<file path="config.mk">
export PLATFORM = sky130hd
export DESIGN_NAME = muldiv_controller
export DESIGN_NICKNAME = d
export VERILOG_FILES = /design/src/rtl/muldiv_controller_pkg.sv /design/src/rtl/muldiv_iter.sv /design/src/rtl/muldiv_controller.sv
export SDC_FILE = /design/constraint.sdc
export NUM_CORES = 1
export LEC_CHECK = 0
export CORE_AREA = 10 10 167 208
export CTS_CLUSTER_SIZE = 25
export DETAILED_ROUTE_END_ITERATION = 12
export DIE_AREA = 0 0 177 218
export PLACE_DENSITY = 0.68
export SLEW_MARGIN = 10
export SYNTH_ARGS = -nofsm -noshare
export SYNTH_HDL_FRONTEND = slang
export SYNTH_SLANG_ARGS = --single-unit
</file>
<file path="constraint.sdc">
create_clock -name clk -period 4.6 [get_ports clk]
set_input_delay 0.46 -clock clk [delete_from_list [all_inputs] [get_ports clk]]
set_output_delay 0.46 -clock clk [all_outputs]
set_load 0.01 [all_outputs]
</file>
<file path="src/rtl/muldiv_controller_pkg.sv">
// Shared definitions for the M-extension multiply/divide controller.
//   state_e      : controller FSM states
//   muldiv_op_e  : Funct3 encodings of the eight M-extension operations
//   ALUOP_RTYPE / FUNCT7_MULDIV : decode constants for muldiv_sel
package muldiv_controller_pkg;

    typedef enum logic [1:0] {
        IDLE = 2'd0,
        CALC = 2'd1,
        DONE = 2'd2
    } state_e;

    typedef enum logic [2:0] {
        OP_MUL    = 3'd0,
        OP_MULH   = 3'd1,
        OP_MULHSU = 3'd2,
        OP_MULHU  = 3'd3,
        OP_DIV    = 3'd4,
        OP_DIVU   = 3'd5,
        OP_REM    = 3'd6,
        OP_REMU   = 3'd7
    } muldiv_op_e;

    localparam logic [1:0] ALUOP_RTYPE   = 2'b10;
    localparam logic [6:0] FUNCT7_MULDIV = 7'b0000001;

endpackage

</file>
<file path="src/rtl/muldiv_iter.sv">
// One iteration of the shared multiply/divide datapath.
//   is_div : 1 = restoring-divide step, 0 = shift-add multiply step
//   hi, lo : current accumulator halves
//            multiply: {partial product high, multiplier / product low}
//            divide  : {partial remainder, dividend / quotient}
//   b      : multiplicand magnitude (multiply) or divisor magnitude (divide)
//   hi_nxt, lo_nxt : accumulator after this step
module muldiv_iter #(
    parameter int WIDTH = 32
) (
    input  logic             is_div,
    input  logic [WIDTH-1:0] hi,
    input  logic [WIDTH-1:0] lo,
    input  logic [WIDTH-1:0] b,
    output logic [WIDTH-1:0] hi_nxt,
    output logic [WIDTH-1:0] lo_nxt
);

    logic [WIDTH:0] sum;
    logic [WIDTH:0] shifted;
    logic [WIDTH:0] diff;

    always_comb begin
        // Multiply: conditionally add, keep the carry, shift the pair right.
        sum     = {1'b0, hi} + (lo[0] ? {1'b0, b} : {(WIDTH+1){1'b0}});
        // Divide: bring the next dividend bit into the remainder and trial-subtract.
        // The remainder stays below the divisor, so a clear sign bit means it fits.
        shifted = {hi, lo[WIDTH-1]};
        diff    = shifted - {1'b0, b};
        if (is_div) begin
            if (!diff[WIDTH]) begin
                hi_nxt = diff[WIDTH-1:0];
                lo_nxt = {lo[WIDTH-2:0], 1'b1};
            end else begin
                hi_nxt = shifted[WIDTH-1:0];
                lo_nxt = {lo[WIDTH-2:0], 1'b0};
            end
        end else begin
            hi_nxt = sum[WIDTH:1];
            lo_nxt = {sum[0], lo[WIDTH-1:1]};
        end
    end

endmodule

</file>
<file path="src/rtl/muldiv_controller.sv">
// Iterative M-extension multiply/divide unit with valid/ready handshakes.
//   clk, reset           : clock, synchronous active-high reset
//   ALUOp, Funct7, Funct3: instruction decode inputs; muldiv_sel flags an M op
//   in_valid / in_ready  : request handshake, operands rs1 / rs2
//   flush                : abandon whatever is in flight
//   busy                 : stall request to the pipeline
//   out_valid / out_ready: result handshake, result is 0 when not valid
module muldiv_controller
    import muldiv_controller_pkg::*;
#(
    parameter int WIDTH     = 32,
    parameter int FAST_DIV0 = 1
) (
    input  logic             clk,
    input  logic             reset,
    input  logic [1:0]       ALUOp,
    input  logic [6:0]       Funct7,
    input  logic [2:0]       Funct3,
    input  logic             in_valid,
    output logic             in_ready,
    input  logic [WIDTH-1:0] rs1,
    input  logic [WIDTH-1:0] rs2,
    input  logic             flush,
    output logic             muldiv_sel,
    output logic             busy,
    output logic             out_valid,
    input  logic             out_ready,
    output logic [WIDTH-1:0] result
);

    localparam int CNT_W = $clog2(WIDTH + 1);
    localparam logic [CNT_W-1:0] LAST_ITER = CNT_W'(WIDTH - 1);

    state_e             state_q, state_d;
    logic [CNT_W-1:0]   cnt_q;
    muldiv_op_e         op_q;
    logic [WIDTH-1:0]   hi_q, lo_q, b_q;
    logic               neg_q;      // negate product / quotient
    logic               rneg_q;     // negate remainder
    logic               special_q;  // divide-by-zero or signed overflow
    logic [WIDTH-1:0]   spec_q;     // precomputed result for the special cases

    logic               accept;
    muldiv_op_e         op_in;
    logic               is_div_in;
    logic               a_sgn, b_sgn;
    logic signed [WIDTH-1:0] rs1_s, rs2_s;
    logic [WIDTH-1:0]   a_mag, b_mag;
    logic               div0, ovf, special_in;
    logic [WIDTH-1:0]   special_res;
    logic [WIDTH-1:0]   hi_nxt, lo_nxt;
    logic [2*WIDTH-1:0] prod, prod_s;
    logic [WIDTH-1:0]   quo_s, rem_s, final_res;

    assign muldiv_sel = (ALUOp == ALUOP_RTYPE) && (Funct7 == FUNCT7_MULDIV);
    assign accept     = in_valid && in_ready && muldiv_sel && !flush;

    // Operand preparation: sign detection, magnitudes and the special cases.
    always_comb begin
        op_in     = muldiv_op_e'(Funct3);
        is_div_in = Funct3[2];
        rs1_s     = signed'(rs1);
        rs2_s     = signed'(rs2);
        a_sgn     = (rs1_s < 0) && (op_in inside {OP_MULH, OP_MULHSU, OP_DIV, OP_REM});
        b_sgn     = (rs2_s < 0) && (op_in inside {OP_MULH, OP_DIV, OP_REM});
        a_mag     = a_sgn ? -rs1 : rs1;
        b_mag     = b_sgn ? -rs2 : rs2;
        div0      = is_div_in && (rs2 == '0);
        ovf       = (op_in inside {OP_DIV, OP_REM}) &&
                    (rs1 == {1'b1, {(WIDTH-1){1'b0}}}) && (rs2 == '1);
        special_in = div0 || ovf;
        // Funct3[1] separates the remainder ops from the quotient ops.
        if (div0)
            special_res = Funct3[1] ? rs1 : '1;
        else
            special_res = Funct3[1] ? '0 : rs1;
    end

    muldiv_iter #(.WIDTH(WIDTH)) u_iter (
        .is_div (op_q[2]),
        .hi     (hi_q),
        .lo     (lo_q),
        .b      (b_q),
        .hi_nxt (hi_nxt),
        .lo_nxt (lo_nxt)
    );

    // Sign fix-up of the finished accumulator; held stable while in DONE.
    always_comb begin
        prod   = {hi_q, lo_q};
        prod_s = neg_q ? -prod : prod;
        quo_s  = neg_q ? -lo_q : lo_q;
        rem_s  = rneg_q ? -hi_q : hi_q;
        case (op_q)
            OP_MUL:                        final_res = prod_s[WIDTH-1:0];
            OP_MULH, OP_MULHSU, OP_MULHU:  final_res = prod_s[2*WIDTH-1:WIDTH];
            OP_DIV, OP_DIVU:               final_res = quo_s;
            default:                       final_res = rem_s;
        endcase
        if (special_q)
            final_res = spec_q;
    end

    // FSM state register
    always_ff @(posedge clk) begin
        if (reset)
            state_q <= IDLE;
        else
            state_q <= state_d;
    end

    // FSM next state
    always_comb begin
        state_d = state_q;
        case (state_q)
            IDLE: if (accept)
                      state_d = (special_in && (FAST_DIV0 != 0)) ? DONE : CALC;
            CALC: if (cnt_q == LAST_ITER)
                      state_d = DONE;
            DONE: if (out_ready)
                      state_d = IDLE;
            default: state_d = IDLE;
        endcase
        if (flush)
            state_d = IDLE;
    end

    // FSM outputs
    always_comb begin
        in_ready  = (state_q == IDLE);
        out_valid = (state_q == DONE);
        busy      = (state_q == CALC) || ((state_q == DONE) && !out_ready);
        result    = out_valid ? final_res : '0;
    end

    // Iteration counter and datapath registers
    always_ff @(posedge clk) begin
        if (reset) begin
            cnt_q     <= '0;
            op_q      <= OP_MUL;
            hi_q      <= '0;
            lo_q      <= '0;
            b_q       <= '0;
            neg_q     <= 1'b0;
            rneg_q    <= 1'b0;
            special_q <= 1'b0;
            spec_q    <= '0;
        end else if (accept) begin
            cnt_q     <= '0;
            op_q      <= op_in;
            hi_q      <= '0;
            // Divide iterates on the dividend; multiply walks the multiplier bits.
            lo_q      <= is_div_in ? a_mag : b_mag;
            b_q       <= is_div_in ? b_mag : a_mag;
            neg_q     <= a_sgn ^ b_sgn;
            rneg_q    <= a_sgn;
            special_q <= special_in;
            spec_q    <= special_res;
        end else if (state_q == CALC) begin
            hi_q  <= hi_nxt;
            lo_q  <= lo_nxt;
            cnt_q <= cnt_q + CNT_W'(1);
        end
    end

endmodule

</file>
; ---- Word level (Yosys, flattened, before mapping)
; Cells that the tools add are included.
[word_totals]
mem_bits_ro = 0
ramBits = 0
n_memories = 0
latch_bits = 0
ff_bits = 142
elab_cells = 91
[op_classes]
n_eq_ne = 19
n_reduce_logical = 26
bitwise = 1
muxes = 25
order_cmp = 2
shifts = 0
mul = 0
div = 0
addsub = 8
[op_table]
columns = cell, count
row1 = 2-to-1 mux 32 bit, 17
row2 = negator 32 bit, 4
row3 = one-hot mux 32 bit (3 select lines), 1
row4 = "== test 32 bit, second input constant", 2
row5 = "less-than comparator 32 x 1 -> 1 bit, second input constant", 2
row6 = 2-to-1 mux 64 bit, 1
row7 = negator 64 bit, 1
row8 = adder 32 x 33 -> 33 bit, 1
row9 = subtractor 33 x 32 -> 33 bit, 1
row10 = zero test 32 bit, 1
row11 = "== test 3 bit, second input constant", 4
row12 = logical AND 1 bit, 10
row13 = "== test 3 x 2 -> 1 bit, second input constant", 3
row14 = 2-to-1 mux 2 bit, 4
row15 = "== test 7 x 1 -> 1 bit, second input constant", 1
row16 = "adder 6 x 1 -> 6 bit, second input constant", 1
row17 = "== test 3 x 1 -> 1 bit, second input constant", 2
row18 = "== test 6 x 5 -> 1 bit, second input constant", 1
row19 = one-hot mux 2 bit (3 select lines), 1
row20 = OR reduction 2 bit, 3
row21 = "== test 2 bit, second input constant", 2
row22 = "inequality test 2 x 1 -> 1 bit, second input constant", 2
row23 = nonzero test 2 bit, 2
row24 = nonzero test 4 bit, 1
row25 = other kinds (11), 13

; ---- Logic depth before layout (Yosys ltp)
; Gate-level depths: netlist of the first run.
[depth]
depth_word = 8
depth_mapped = 14

; ---- Modules after synthesis
; Synthesis of the first run repeated with hierarchy kept, for this count alone.
[unflattened]
hier_cells = 2231
hier_area_um2 = 15798.9
[modules_own_cells]
columns = module, cells_each, area_each_um2, seq_area_each_um2, n_inst
row1 = muldiv_controller, 1568, 11208.2, 2842.7, 1
row2 = muldiv_iter, 663, 4590.7, 0.0, 1

; ---- Least setup slack after synthesis of the first run
; Ideal clock, no wire load.
[synth_path]
kind = register to output
start = register hi_q[6]
end = output result[17]
path_stages_with_launch = 12
setup_slack_ns = 0.878
arrival_ns = 3.262
cell_sequence = dfxtp_1 -> buf_2 -> or4_4 -> or3_4 -> or4_1 -> buf_2 -> or3_4 -> or4_1 -> o21ai_2 -> xnor2_1 -> a211oi_2 -> nor3_1
[synth_between]
elab_chain_cells = 5
word_cells_on_any_way = 7
classes_between = 2 x add/sub / 5 x mux
[synth_rtl]
columns = element, line
row1 = from (decl), muldiv_controller.sv:37  ; logic [WIDTH-1:0] hi_q, lo_q, b_q;
row2 = from (signal assigned), muldiv_controller.sv:160  ; hi_q <= hi_nxt;
row3 = negator 64 bit / negator 32 bit (equally long branches), "muldiv_controller.sv:91, muldiv_controller.sv:93"
row4 = 2-to-1 mux 64 bit / 2-to-1 mux 32 bit (equally long branches), "muldiv_controller.sv:91, muldiv_controller.sv:93"
row5 = one-hot mux 32 bit (3 select lines) (*), muldiv_controller.sv:94  ; case (op_q)
row6 = 2-to-1 mux 32 bit (*), muldiv_controller.sv:100  ; if (special_q)
row7 = 2-to-1 mux 32 bit (*), muldiv_controller.sv:133  ; result = out_valid ? final_res : '0;
row8 = to (decl), muldiv_controller.sv:28  ; output logic [WIDTH-1:0] result
; Every way passes the cells marked *; elsewhere a longest branch is shown, timed or not.

; ---- Final worst setup path of the first run
[layout_path]
start = register hi_q[20]
end = output result[26]
; The elaborated chain is that of the path after synthesis.

==> results of run 1 <==
==> flip-flops by register name, summed over array words and instances, names as in the netlist <==
signal,cells
b_q,32
hi_q,32
lo_q,32
spec_q,32
cnt_q,6
op_q,3
state_q,2
neg_q,1
rneg_q,1
special_q,1
==> cell usage in the layout, fill, tap and decap left out, types with 34 or more instances in the layout <==
master / Yosys / final
a211oi_1: 63 / 62
o31ai_1: 43 / 42
o211ai_1: 57 / 57
nand2_1: 219 / 219
dfxtp_1: 142 / 140
a21o_1: 34 / 34
a21oi_1: 207 / 207
ha_1: 70 / 70
clkdlybuf4s50_1: 0 / 109
inv_1: 85 / 85
nor2_1: 203 / 203
o21ai_0: 156 / 154
mux2i_1: 47 / 47
xor2_1: 69 / 68
xnor2_1: 134 / 133
buf_4: 0 / 64
==> cells by family (layout without fill, tap and decap cells) <==
kind of cell    after synthesis  count (layout)  synth area share (%)
compound gates              698             698                 29.57
simple gates                649             649                 20.30
buf+inv                     260             298                 6.616
xor+xnor                    203             203                 11.93
flops                       142             142                 19.07
fa+ha+maj                   104             104                 8.295
mux                          61              61                 4.215
other cells                   0               1                     0
==> worst min-delay path by stage <==
stage / endpoint / slack, ns / depth (start not counted)
after global placement: b_q[28] / 0.44 / 2
after detailed placement: b_q[12] / 0.45 / 2
after CTS: b_q[25] / 0.26 / 2
after global routing: b_q[25] / 0.28 / 2
final: b_q[27] / 0.27 / 2
after floorplan: b_q[28] / 0.43 / 2
==> critical path, cell delays in order, from the launching register on <==
cell and delay [ns]:
dfxtp_1 0.48, nor2_1 0.31, and3b_1 0.41, nand2_1 0.16, or4_1 0.56, or4_1 0.48, nand3_1 0.11, a21oi_1 0.08
a2111oi_1 0.31, a21oi_1 0.12, clkdlybuf4s50_1 0.49
==> per-layer routing <==
layer	up-vias	part of all wire (%)
met2	789	46
met3	190	7.3
met4	0	7.7
met1	7507	39
met5	-	0
li1	7722	-
==> repair_timing <==
item / in CTS / in global routing
resized for setup: 6 / 14
endpoints found under the setup margin: 3 / 14
pin swaps: 0 / 1
==> cell type report <==
cell class / instances / area (µm²) / share of cell area (%)
tap: 407 / 509.2 / 2.976
inverter: 85 / 319.1 / 1.864
clock inverter: 14 / 168.9 / 0.9870
antenna: 1 / 2.502 / 0.01462
multi-input combinational: 1715 / 11150 / 65.18
sequential: 142 / 2845 / 16.63
timing repair buffer: 181 / 1675 / 9.789
clock buffer: 18 / 439.2 / 2.566
==> stage by stage <==
step | std cells | util [%] | area, µm²
6_report | 2563 | 55.71 | 17110
5_1_grt | 2562 | 55.70 | 17110
4_1_cts | 2562 | 55.56 | 17070
3_5_place_dp | 2530 | 53.49 | 16430
3_3_place_gp | 2530 | 53.49 | 16430
2_1_floorplan | 2117 | - | 14900
==> report_power, final <==
group / switching, mW / internal (mW) / total (mW) / leakage (nW)
combinational: 0.237 / 0.153 / 0.390 / 5.08
sequential: 0.000709 / 1.23 / 1.23 / 1.14
clock: 0.657 / 0.792 / 1.45 / 0.300
total: 0.895 / 2.17 / 3.07 / 6.52
==> results.md, run 1 <==
- Outcome: completed
- Ys async rst share: 0%
- First-pass GRT wire length: 90330 µm
- Largest net degree at the start of global routing: 108
- Largest area contributor in the netlist: dfxtp_1
- Commonest cells in the netlist: 219 x nand2_1, 207 x a21oi_1, 203 x nor2_1
- Pre-antenna DRT Iters: 6
- Worst-Margin Slew: 1.167 ns
- Period Utilization, post-route: 96.80%
- Synth warn: 0
- Post-DRT Antenna Nets: 0
- Total Power: 3.069 mW
- Post-CTS setup buffer count: 0
- R2R depth: 12
- Startpoint types: flop
- Gpl congestion: 1.017
- Met1 global-route usage: 35.68%
- Hold Crit Class: primary input to flop
- Clk buf depth: 2
- P per Cell Area: 179.3 nW/µm²
- Layout area overhead: 14.83%
- Final hold slack: 0.2693 ns
- CTS Hold Bufs: 0
- Clk slew on worst S/H paths: 0.07 ns
- Site Rows: 72
- Total Neg Setup Slack: 0 ns
- IO Count: 117
- Top-count cell post-synth: nand2_1
- CP Class: flop to output port
- Initial DRC count: 1771
- Number of synthesized flops with an enable pin: 0
- Busiest layer in global routing: met2
- Top_reg_cell synth: dfxtp_1
- Launching point of the worst reg2reg path: lo_q[0]
- GRT Total Usage: 30.06%
- Final WS setup: 0.1471 ns
- Filler instances: 2997
- Met3 usage: 4.764%
- Mean post-synth cell area: 7.040 µm²
- Synth unique cells: 74
- Synth top area cells: dfxtp_1 19%, xnor2_1 7.9%, a21oi_1 7.0%
- Worst setup endpoint: result[26]
- Core area: 30720 µm²
- WL per Instance: 23.50 µm
- H-tree depth: 4
- Total of max-cap violations: 0
- WP data required: 4.14 ns
- CTS root buf: clkbuf_16
- Final nets: 2295
- Die outline area: 38590 µm²
- WP data arrival: 3.99 ns
- #FFs+latches synth: 142
- Setup slack, reg-to-reg: 0.74 ns
- Hold Startpoint: reset
- Pins Over Slew Limit: 0
- Fin crit period: 4.453 ns
- RSZ-0062 raised after global routing: true
- Die Span X: 177 µm
- Worst r2r dst: hi_q[26]
- Vias: 16210
- HPWL Detailed: 47180 µm
- Area share of the largest cell type after synthesis: 19.07%
- Fmax: 224.6 MHz
- CTS tree: done
- Number of vias per cell: 6.324
- Place WS: 0.3791 ns
- Setup Viol. Count Final: 0
- Drt drc: 0
- Crit Path Max Fanout: 7
- Final hold vios: 0
- Worst setup EP type: output port
- Synthesized instance count: 2117
- PortBufs: 116
- GRT Residual Overflow: 0
- Worst IR Drop VDD: 0.1971 mV
- CP startpoint: hi_q[20]
- Final WL: 60220 µm
- Initial antenna violation count: 0
- Share of cells above drive strength 1: 7.007%
- Slew HR: 21.90%
- Met2 Usage GRT: 48.86%
- CTS sink count: 142
- Clk_skew: 0.01217 ns
- Worst-skew pair later-pin latency: 0.45 ns
- Area of the mapped netlist: 14900 µm²
- Number of global-route vias before repair: 15150
- Mapped Nets: 2270
- Initial Util: 48.51%
- Die height: 218 µm
- Share of the yosys chip area belonging to registers: 19.07%
- Leak pwr: 6.519 nW
- TritonCTS Buffers: 17
Power figures use the tool's default switching activity.
==> run 2: changes to the inputs <==
--- a/config.mk
+++ b/config.mk
@@ -5,6 +5,7 @@
 export SDC_FILE = /design/constraint.sdc
 export NUM_CORES = 1
 export LEC_CHECK = 0
+export CAP_MARGIN = 10
 export CORE_AREA = 10 10 167 208
 export CTS_CLUSTER_SIZE = 25
 export DETAILED_ROUTE_END_ITERATION = 12
==> results of run 2 <==
Same layout as run 1: the final DEF is identical, and so are final timing and power.
==> run 3: changes to the inputs <==
--- a/config.mk
+++ b/config.mk
@@ -6,11 +6,12 @@
 export NUM_CORES = 1
 export LEC_CHECK = 0
 export CAP_MARGIN = 10
-export CORE_AREA = 10 10 167 208
+export CORE_AREA = 10 10 159 198
 export CTS_CLUSTER_SIZE = 25
 export DETAILED_ROUTE_END_ITERATION = 12
-export DIE_AREA = 0 0 177 218
-export PLACE_DENSITY = 0.68
+export DIE_AREA = 0 0 169 208
+export PLACE_DENSITY = 0.75
+export SKIP_LAST_GASP = 1
 export SLEW_MARGIN = 10
 export SYNTH_ARGS = -nofsm -noshare
 export SYNTH_HDL_FRONTEND = slang
==> results.md, run 3 (synthesis results as in run 1) <==
- Outcome: completed
- Area occupied by multi-input gates: 11150 µm² (unchanged)
- Met1 global-route usage: 38.65% (+3.0 points)
- Register Area: 2845 µm² (unchanged)
- Total of max-cap violations: 0 (unchanged)
- Busiest layer in global routing: met2
- P per Cell Area: 186.5 nW/µm² (+4.0%)
- Final WS setup: 0.03252 ns (-0.1145 ns)
- Initial DRC count: 1865 (+5.3%)
- Pins Over Slew Limit: 0 (unchanged)
- GRT Residual Overflow: 0 (unchanged)
- Commonest non-fill, non-tap cell in the layout: nand2_1
- Drt drc: 0 (unchanged)
- WP data arrival: 4.11 ns (+0.12 ns)
- IO Count: 117 (unchanged)
- Fin crit period: 4.567 ns (+0.1145 ns)
- Largest net degree at the start of global routing: 119 (+10%)
- Post-DRT Antenna Nets: 0 (unchanged)
- Core area: 27480 µm² (-11%)
- Period Utilization, post-route: 99.29% (+2.5 points)
- Worst-Margin Slew: 1.082 ns (-0.08530 ns)
- Gpl congestion: 1.041 (+2.3%)
- CTS tree: done
- PortBufs: 116 (unchanged)
- Most frequent cells in the layout: 219 x nand2_1, 207 x a21oi_1, 203 x nor2_1, 155 x o21ai_0, 140 x dfxtp_1
- CTS sink count: 142 (unchanged)
- Crit Path Max Fanout: 6 (-1)
- Met3 usage: 5.657% (+0.89 points)
- TritonCTS Buffers: 17 (unchanged)
- Die height: 208 µm (-4.6%)
- Layout area overhead: 14.44%
- WP data required: 4.14 ns (about the same)
- Initial Util: 54.23% (+5.7 points)
- Number of vias per cell: 6.547 (+3.5%)
- Site Rows: 68 (-5.6%)
- Final WL: 59580 µm (-1.1%)
- Fmax: 218.9 MHz (-2.5%)
- Share of cells above drive strength 1: 6.871% (-0.14 points)
- Final nets: 2294 (-0.044%)
- Startpoint types: flop
- CTS root buf: clkbuf_16
- Clk buf depth: 2 (unchanged)
- Hold Crit Class: primary input to flop
- WL per Instance: 23.80 µm (+1.3%)
- Number of global-route vias before repair: 15230 (+0.57%)
- Post-CTS setup buffer count: 0 (unchanged)
- Met2 Usage GRT: 50.83% (+2.0 points)
- Initial antenna violation count: 0 (unchanged)
- Antenna fix cells: 0 (-1)
- Total Neg Setup Slack: 0 ns (unchanged)
- HPWL Detailed: 46740 µm (-0.93%)
- RSZ-0062 raised after global routing: true
- Setup Viol. Count Final: 0 (unchanged)
- Worst-skew pair later-pin latency: 0.44 ns (about the same)
- Clk_skew: 0.006263 ns (-0.005905 ns)
- H-tree depth: 4 (unchanged)
- Filler instances: 2610 (-13%)
- First-pass GRT wire length: 89800 µm (-0.58%)
- Pre-antenna DRT Iters: 7 (+1)
- Clk slew on worst S/H paths: 0.07 ns (about the same)
- Setup slack, reg-to-reg: 0.76 ns (+0.02 ns)
- Die Span X: 169 µm (-4.5%)
- GRT Total Usage: 32.24% (+2.2 points)
- Final hold vios: 0 (unchanged)
- Place WS: 0.3962 ns (+0.01709 ns)
- Vias: 16390 (+1.1%)
- Die outline area: 35150 µm² (-8.9%)
- Slew HR: 27.60% (+5.7 points)
- Worst IR Drop VDD: 0.2366 mV (+20%)
- CP Class: flop to output port
- Worst setup EP type: output port
- Leak pwr: 6.510 nW (-0.14%)
-- run 3: changes by cell type in the layout (fill, tap and decap cells not counted), moves of 2 or more --
cell and delta:
inv_6 -2, clkdlybuf4s50_1 +2, bufinv_16 +3, clkinvlp_4 +2
clkinv_8 -2, inv_8 -2
-- run 3: metal layers --
metal	wire length, µm	part of all wire (%)
met5	0	0
met4	4881	8.2
met3	4609	7.7
met2	26970	45
met1	23130	39
-- run 3: timing repair --
action / in CTS / in global routing
endpoints found under the setup margin: 4 / 12
hold endpoints to repair: 0 / 0
resized for setup: 3 / 14
hold buffers: 0 / 0
-- run 3: final cells by class --
class | count | area share [%]
repair buffers | 180 | 9.699
inverters | 85 | 1.871
flip-flops and latches | 142 | 16.68
well taps | 350 | 2.568
clock buffers | 19 | 2.597
multi-input cells | 1715 | 65.40
clock inverters | 13 | 1.181
-- run 3: critical path: stages (launching register included) --
cell and delay, ns:
dfxtp_1 0.38, inv_2 0.13, ha_1 0.21, or3b_1 0.43, or4b_4 0.55, or3_4 0.38
or3_1 0.37, or2_1 0.24, a21oi_1 0.13, o21ai_0 0.10, a31oi_1 0.18, clkdlybuf4s50_1 0.57
-- run 3: worst paths after layout --
check / startpoint / end / cells past startpoint
setup / recovery: hi_q[1] / result[18] / 11
hold / removal: reset / b_q[26] / 2
setup reg to reg: hi_q[24] / hi_q[8] / 12
hold reg to reg: b_q[4] / b_q[4] / 2
-- run 3: report_power, final --
part / switching [mW] / leakage [nW] / internal (mW) / total, mW
combinational: 0.240 / 5.06 / 0.153 / 0.393
sequential: 0.000701 / 1.14 / 1.23 / 1.23
clock: 0.622 / 0.309 / 0.937 / 1.56
total: 0.863 / 6.51 / 2.32 / 3.18
-- run 3: metrics by stage --
step	std cells	power (mW)	utilization, %	cell area [µm²]	hold WS (ns)
finish	2504	3.182	62.06	17060	0.4318
detailed placement	2472	1.642	59.47	16340	0.4452
global placement	2472	1.636	59.47	16340	0.4412
CTS	2504	3.176	61.86	17000	0.4189
floorplan	2117	1.464	-	14900	0.4319
global route	2504	3.265	62.06	17060	0.4438
